$ cat config.mk
export PLATFORM = sky130hd
export DESIGN_NAME = fetch_sequencer
export DESIGN_NICKNAME = d
export VERILOG_FILES = /design/src/rtl/cpu_pkg.sv /design/src/rtl/fetch_sequencer_pc_counter.sv /design/src/rtl/fetch_sequencer.sv
export SDC_FILE = /design/constraint.sdc
export NUM_CORES = 1
export LEC_CHECK = 0
export ABC_CLOCK_PERIOD_IN_PS = 1800
export BUFFER_PORTS_ARGS = -buffer_cell sky130_fd_sc_hd__buf_2
export CORE_UTILIZATION = 25
export CTS_BUF_LIST = sky130_fd_sc_hd__clkbuf_4 sky130_fd_sc_hd__clkbuf_8 sky130_fd_sc_hd__clkbuf_16
export CTS_CLUSTER_SIZE = 40
export DETAILED_ROUTE_END_ITERATION = 12
export HOLD_SLACK_MARGIN = 0.08
export PLACE_DENSITY = 0.49
export SLEW_MARGIN = 40
export SYNTH_ARGS = -nofsm -noshare
export SYNTH_HDL_FRONTEND = slang
export SYNTH_SLANG_ARGS = --single-unit
$ cat constraint.sdc
create_clock -name clk -period 1.8 [get_ports clk]
set_input_delay 0.45 -clock clk [delete_from_list [all_inputs] [get_ports clk]]
set_output_delay 0.45 -clock clk [all_outputs]
set_load 0.005 [all_outputs]
$ cat src/rtl/cpu_pkg.sv
// Shared definitions for the 4-bit CPU: FSM states, opcodes and control-word layout.
// Used by fetch_sequencer and the control decoder.
package cpu_pkg;

  localparam int PC_W   = 12;
  localparam int ROM_W  = 8;
  localparam int CTRL_W = 13;

  typedef enum logic [1:0] {
    FETCH     = 2'd0,
    FETCH_EXT = 2'd1,
    EXEC      = 2'd2
  } state_t;

  localparam logic [3:0] OP_JC   = 4'd0;
  localparam logic [3:0] OP_JNC  = 4'd1;
  localparam logic [3:0] OP_ADDI = 4'd2;
  localparam logic [3:0] OP_ADD  = 4'd3;
  localparam logic [3:0] OP_LIT  = 4'd4;
  localparam logic [3:0] OP_LD   = 4'd5;
  localparam logic [3:0] OP_ST   = 4'd6;
  localparam logic [3:0] OP_CMPI = 4'd7;
  localparam logic [3:0] OP_JZ   = 4'd8;
  localparam logic [3:0] OP_JNZ  = 4'd9;
  localparam logic [3:0] OP_SUB  = 4'd10;
  localparam logic [3:0] OP_SUBI = 4'd11;
  localparam logic [3:0] OP_JMP  = 4'd12;
  localparam logic [3:0] OP_AND  = 4'd13;
  localparam logic [3:0] OP_OR   = 4'd14;
  localparam logic [3:0] OP_NORM = 4'd15;

  localparam int CTRL_LOADPC   = 0;
  localparam int CTRL_LOADFLAG = 1;
  localparam int CTRL_LOADA    = 2;
  localparam int CTRL_LOADOUT  = 3;
  localparam int CTRL_MEMWR    = 4;
  localparam int CTRL_ALU_LSB  = 5;
  localparam int CTRL_ALU_W    = 3;
  localparam int CTRL_SRCB_LSB = 8;
  localparam int CTRL_SRCB_W   = 2;
  localparam int CTRL_CIN      = 10;
  localparam int CTRL_SRCA_LSB = 11;
  localparam int CTRL_SRCA_W   = 2;

  // Jump-class instructions carry a second word: the low address byte.
  function automatic logic is_jump(input logic [3:0] op);
    unique case (op)
      OP_JC, OP_JNC, OP_JZ, OP_JNZ, OP_JMP: is_jump = 1'b1;
      default:                              is_jump = 1'b0;
    endcase
  endfunction

endpackage

$ cat src/rtl/fetch_sequencer_pc_counter.sv
// Program counter: load has priority over increment, wraps modulo 2^W.
module pc_counter #(
  parameter int W = 12
) (
  input  logic         clk,
  input  logic         reset,
  input  logic         inc,
  input  logic         load,
  input  logic [W-1:0] load_val,
  output logic [W-1:0] pc
);

  always_ff @(posedge clk or posedge reset) begin
    if (reset) begin
      pc <= '0;
    end else if (load) begin
      pc <= load_val;
    end else if (inc) begin
      pc <= pc + W'(1);
    end
  end

endmodule

$ cat src/rtl/fetch_sequencer.sv
// Fetch/phase sequencer of the 4-bit CPU: ROM addressing, IR latch, PC redirect, flags.
// Optional SINGLE_STEP_EN: FETCH advances only while step=1.
module fetch_sequencer
  import cpu_pkg::*;
#(
  parameter int PC_W  = 12,
  parameter int ROM_W = 8
) (
  input  logic              clk,
  input  logic              reset,
  input  logic [ROM_W-1:0]  rom_data,
  input  logic [CTRL_W-1:0] ctrl,
  input  logic              alu_c,
  input  logic              alu_z,
  input  logic              step,
  output logic [PC_W-1:0]   rom_addr,
  output logic [3:0]        opcode,
  output logic [3:0]        operand,
  output logic              phase,
  output logic              flag_c,
  output logic              flag_z
);

  state_t           state;
  logic [ROM_W-1:0] addr_lo;
  logic             go;
  logic             pc_inc;
  logic             pc_load;
  logic [PC_W-1:0]  target;
  logic             unused_ctrl;

`ifdef SINGLE_STEP_EN
  assign go = step;
`else
  logic unused_step;
  assign go          = 1'b1;
  assign unused_step = step;
`endif

  assign unused_ctrl = ^ctrl;
  assign target      = PC_W'({operand, addr_lo});

  assign pc_inc  = ((state == FETCH) && go) || (state == FETCH_EXT);
  assign pc_load = (state == EXEC) && ctrl[CTRL_LOADPC];

  pc_counter #(
    .W(PC_W)
  ) u_pc (
    .clk      (clk),
    .reset    (reset),
    .inc      (pc_inc),
    .load     (pc_load),
    .load_val (target),
    .pc       (rom_addr)
  );

  always_ff @(posedge clk or posedge reset) begin
    if (reset) begin
      state   <= FETCH;
      phase   <= 1'b0;
      opcode  <= '0;
      operand <= '0;
      addr_lo <= '0;
      flag_c  <= 1'b0;
      flag_z  <= 1'b0;
    end else begin
      unique case (state)
        FETCH: begin
          if (go) begin
            opcode  <= rom_data[7:4];
            operand <= rom_data[3:0];
            if (is_jump(rom_data[7:4])) begin
              state <= FETCH_EXT;
            end else begin
              state <= EXEC;
              phase <= 1'b1;
            end
          end
        end
        FETCH_EXT: begin
          addr_lo <= rom_data;
          state   <= EXEC;
          phase   <= 1'b1;
        end
        EXEC: begin
          if (ctrl[CTRL_LOADFLAG]) begin
            flag_c <= alu_c;
            flag_z <= alu_z;
          end
          state <= FETCH;
          phase <= 1'b0;
        end
        default: begin
          state <= FETCH;
          phase <= 1'b0;
        end
      endcase
    end
  end

endmodule
==> impl_metrics.tcl, run 1 <==
set metrics [dict create \
    synth-seq-cells 33 \
    hold_buffers 0 \
    nNetsFinal 199 \
    met2_usage 0.185 \
    use_met1 0.150 \
    grt_pass1_wl_um 5710 \
    grt_setup_unrepaired "false" \
    r2r_cells 5 \
    final-seq-area_um2 826 \
    first_global_vias 1171 \
    dp_hpwl_um 2470 \
    root_buffer "clkbuf_8" \
    powerDensity_nw_per_um2 1520 \
    clock_latency_ps 290 \
    die_x_um 80.6 \
    insertedDiodeCount 0 \
    grt_overflow 0 \
    r2r_setup_slack_ps 340 \
    drtIter0Drc 57 \
    rows 28 \
    ys_seq_area_frac 0.534 \
    postRouteWirelength_um 3400 \
    drive_gt1_frac 0.410 \
    place_congestion 0.753 \
    clk_pin_slew_ps 70 \
    first_pass_iters 5 \
    initial_core_util 0.259 \
    syn_nets 158 \
    syn-instance-count 131 \
    layout_commonest_cell "buf_2" \
    post-route-util 0.325 \
    crit_path_max_fanout 8 \
    met3_usage 0.0386 \
    cap_violations 0 \
    cts_tree "done" \
    busiest_layer "met2" \
    dieArea_um2 6500 \
    critPathSlowestCell "dfrtp_1" \
    final_cell_mix "36 x buf_2, 33 x dfrtp_1, 18 x mux2_2, 11 x mux2i_1, 7 x nand2_1" \
    ios 49 \
    critPathCaptureType "register" \
    cts_resized 0 \
    cp-start-kind "register" \
    r2r_end "u_pc.pc[10]" \
    fin_crit_sh 0.812 \
    fillCellCount 634 \
    crit_chain "ha_1, nand3_1, o31ai_1, a21oi_1, nor3_1" \
    path_depth 5 \
    cellLeakagePower_nw 0.876 \
    finClkSkew_ps 8.04 \
    drv_slew 0 \
    vias 1147 \
    vdd_drop_max_mv 0.429 \
    ant_nets 0 \
    drc 0 \
    reg2reg_from "u_pc.pc[0]" \
    min_period_ps 1460 \
    worstPathArrival_ps 1660 \
    vias_per_cell 4.63 \
    cts.sinks 33 \
    status "complete, no violations" \
    syn-cell-area_um2 1550 \
    globalRouteTotalUtil 0.120 \
    syn_avg_cell_area_um2 11.8 \
    max_freq_mhz 684 \
    h-tree-depth 2 \
    clock_path_buffers 2 \
    hold_path_class "in2async" \
    fp.dieH_um 80.6 \
    multi_input_area_um2 681 \
    cp_num_buf_inv 0 \
    grt_max_degree 34 \
    core_area_um2 5960 \
    worst_pin_slew_ps 479 \
    fin_tns_setup_ps 0 \
    crit_required_ps 2000 \
    wl_per_cell_um 13.7 \
    final-setup-viol-count 0 \
    post_cts_buffers 0 \
    hold_viol_final 0 \
    cts_buffers 5 \
    synth_warnings 0 \
    relSlewSlack 0.681 \
    worstSetupPathType "reg2reg" \
    cp_slowest_stage_delay_ps 490 \
    crit_family "flip-flops" \
    syn2layout_area_growth_pct 25.2 \
    port_buffers 36 \
    yosysUniqueCellTypes 32 \
    antenna_found_initial 0 \
]
[where the power goes]
part           internal [mW]  leakage [nW]  switching [mW]
clock network          0.450        0.0574           0.276
logic                  0.482         0.435           0.400
registers               1.03         0.383           0.312
total                   1.96         0.876           0.988
[cell families after synthesis]
group                    Yosys count  synth area share
AND/OR/NAND/NOR                   35             0.126
flip-flops                        33             0.534
multiplexers                      29             0.202
AO/OA/AOI/OAI                     19            0.0761
buffers and inverters              9            0.0251
XOR/XNOR                           5            0.0283
adder cells (fa/ha/maj)            1           0.00810
[Yosys cell counts, drive strengths merged]
cell type | n | area share
a21o | 2 | 0.011
xor2 | 2 | 0.011
nor3 | 3 | 0.013
nand2 | 8 | 0.021
a21oi | 5 | 0.016
nand3 | 5 | 0.016
xnor2 | 3 | 0.017
mux2 | 18 | 0.13
dfrtp | 33 | 0.53
nand3b | 1 | 0.0049
a211o | 1 | 0.0057
nor4 | 1 | 0.0041
o22ai | 1 | 0.0041
nand4 | 4 | 0.020
nor2 | 7 | 0.019
inv | 5 | 0.012
nor2b | 1 | 0.0057
o31ai | 2 | 0.0097
a31oi | 2 | 0.0081
ha | 1 | 0.0081
and3 | 1 | 0.0041
and2 | 1 | 0.0041
buf | 4 | 0.013
a211oi | 1 | 0.0049
nand2b | 2 | 0.0081
and4 | 1 | 0.0057
mux2i | 11 | 0.071
o21ai | 5 | 0.016
[sequential cells by signal (all words and copies together) (netlist names)]
signal / flops
flag_c: 1
state: 2
phase: 1
u_pc.pc: 12
flag_z: 1
operand: 4
addr_lo: 8
opcode: 4
[metrics by stage]
stage	hold slack, ps	power [mW]	instances	setup WS [ps]	area, um^2
2_1_floorplan	474	1.86	131	525	1550
5_1_grt	281	3.18	248	139	1930
3_3_place_gp	485	2.23	240	328	1810
6_report	241	2.95	248	339	1930
4_1_cts	255	3.00	248	336	1930
3_5_place_dp	493	2.25	240	359	1810
[area by class of cell]
class | instances | share of cell area
clock inverter | 2 | 0.0194
sequential | 33 | 0.427
timing repair buffer | 38 | 0.101
multi-input combinational | 89 | 0.352
inverter | 5 | 0.00970
clock buffer | 6 | 0.0427
tap | 75 | 0.0485
[worst max path at each step]
stage,from,endpoint
floorplan,u_pc.pc[0],u_pc.pc[6]
global placement,state[0],u_pc.pc[4]
detailed placement,state[0],u_pc.pc[4]
CTS,state[0],u_pc.pc[4]
global route,u_pc.pc[0],u_pc.pc[10]
finish,u_pc.pc[0],u_pc.pc[10]
[routing by layer]
metal  wire, um  part of all wire
met5          0                 0
met4         55             0.016
met3        150             0.044
met2       1570              0.46
met1       1630              0.48
[worst min-delay path, cell delays in order]
cell and delay, ps:
buf_2 90, inv_1 40, buf_4 380
Note: power is estimated with default switching activity, not from simulation.
==> inputs of run 2 (changes only) <==
Settings changed: ABC_CLOCK_PERIOD_IN_PS 1800 to 1370.
Clock period 1.8 ns to 1.37 ns, I/O delays scaled along.
==> impl_metrics.tcl, run 2 (synthesis results as in run 1) <==
set metrics [dict create \
    status "complete, no violations" \
    insertedDiodeCount 0 \
    hold_path_class "in2async" \
    dp_hpwl_um 2680 \
    clk_pin_slew_ps 70 \
    placed_area_um2 1930 \
    vias 1210 \
    vias_per_cell 4.58 \
    p_int_mw 2.83 \
    clock_path_buffers 2 \
    netSwitchingFraction 0.325 \
    die_x_um 80.6 \
    dieArea_um2 6500 \
    fillCellCount 629 \
    reg.largest.list "u_pc.pc (12), addr_lo (8)" \
    wl_per_cell_um 13.4 \
    grt_pass1_wl_um 5920 \
    rows 28 \
    cellLeakagePower_nw 0.964 \
    clock_latency_ps 280 \
    root_buffer "clkbuf_8" \
    drc 0 \
    ios 49 \
    place_congestion 0.764 \
    grt_max_degree 34 \
    power_frac_seq 0.407 \
    core_area_um2 5960 \
    whs_ps 95.7 \
    fp.dieH_um 80.6 \
    vdd_drop_max_mv 0.629 \
    cts_tree "done" \
    first_pass_iters 4 \
    p_total_mw 4.20 \
    cts_buffers 5 \
    h-tree-depth 2 \
    finClkSkew_ps 8.12 \
    crit_path_max_fanout 4 \
    antenna_found_initial 0 \
    top_register "u_pc.pc" \
    hold_viol_final 0 \
    globalRouteTotalUtil 0.124 \
    p_switching_mw 1.37 \
    postRouteWirelength_um 3530 \
    hold_buffers 0 \
    fin_area_um2 2090 \
    largest_reg_flops 12 \
    worstSetupPathType "reg2out" \
    drv_slew 0 \
    fin_crit_sh 0.984 \
    pwr-share-clk 0.229 \
    power_frac_comb 0.364 \
    max_freq_mhz 742 \
    post-route-util 0.352 \
    drive_gt1_frac 0.487 \
    relSlewSlack 0.741 \
    syn2layout_area_growth_pct 35.5 \
    layout_commonest_cell "buf_2" \
    final_cell_mix "36 x buf_2, 31 x dfrtp_1, 18 x mux2_2, 17 x buf_4, 11 x mux2i_1" \
    powerDensity_nw_per_um2 2000 \
    cap_violations 0 \
    worst_pin_slew_ps 387 \
    nNetsFinal 215 \
    initial_core_util 0.259 \
    crit_required_ps 1030 \
    ant_nets 0 \
    min_period_ps 1350 \
    cts.sinks 33 \
    critPathCaptureType "output port" \
    first_global_vias 1166 \
    drtIter0Drc 51 \
    port_buffers 36 \
    grt_overflow 0 \
    cp-start-kind "register" \
    worstPathArrival_ps 1000 \
    final-setup-viol-count 0 \
]
-- run 2: power groups by stage --
stage	Combinational [mW]	Clock [mW]	Sequential, mW
after floorplan	0.749	0	1.70
after global placement	1.45	0	1.69
after detailed placement	1.45	0	1.71
after CTS	1.46	0.990	1.69
after global routing	1.73	1.03	1.76
final	1.53	0.961	1.71
-- run 2: path summary, 6_finish.rpt --
path                                 start     endpoint  slack [ps]  cells after the start
worst max-delay path            u_pc.pc[1]  rom_addr[1]          20                      2
worst min-delay path                 reset       flag_z         100                      3
worst max register to register  u_pc.pc[0]   u_pc.pc[5]          40                      5
worst min register to register       phase        phase         510                      2
max in group asynchronous            reset   u_pc.pc[3]        1090                      3
min in group clk                     alu_z       flag_z         290                      2
-- run 2: cell type report --
| type | count | area (um^2) | area share |
|---|---|---|---|
| tap | 75 | 93.8 | 0.0448 |
| inverter | 5 | 18.8 | 0.00896 |
| multi-input combinational | 89 | 706 | 0.337 |
| clock buffer | 7 | 90.1 | 0.0430 |
| clock inverter | 1 | 30.0 | 0.0143 |
| timing repair buffer | 54 | 328 | 0.157 |
| sequential | 33 | 828 | 0.395 |
-- run 2: what timing repair did --
action                     CTS  global route
buffers inserted             0             2
resized for setup            0             8
setup endpoints to repair    0             7
-- run 2: worst max-delay path: stages (launching register included) --
cell and delay, ps:
dfrtp_1 440, buf_4 170, buf_2 120
-- run 2: stage by stage --
stage	instances	worst slack [ps]	setup TNS [ps]
global route	264	-12.4	-20.0
finish	264	22.6	0
floorplan	131	94.8	0
detailed placement	254	39.4	0
global placement	254	53.6	0
CTS	262	15.8	0
-- run 2: layer usage --
metal | vias to the layer above | global-route usage | share of wire
met5 | - | 0 | 0
met4 | 0 | 0.0536 | 0.018
met3 | 5 | 0.0318 | 0.034
met2 | 22 | 0.192 | 0.48
met1 | 599 | 0.161 | 0.47
li1 | 584 | - | -
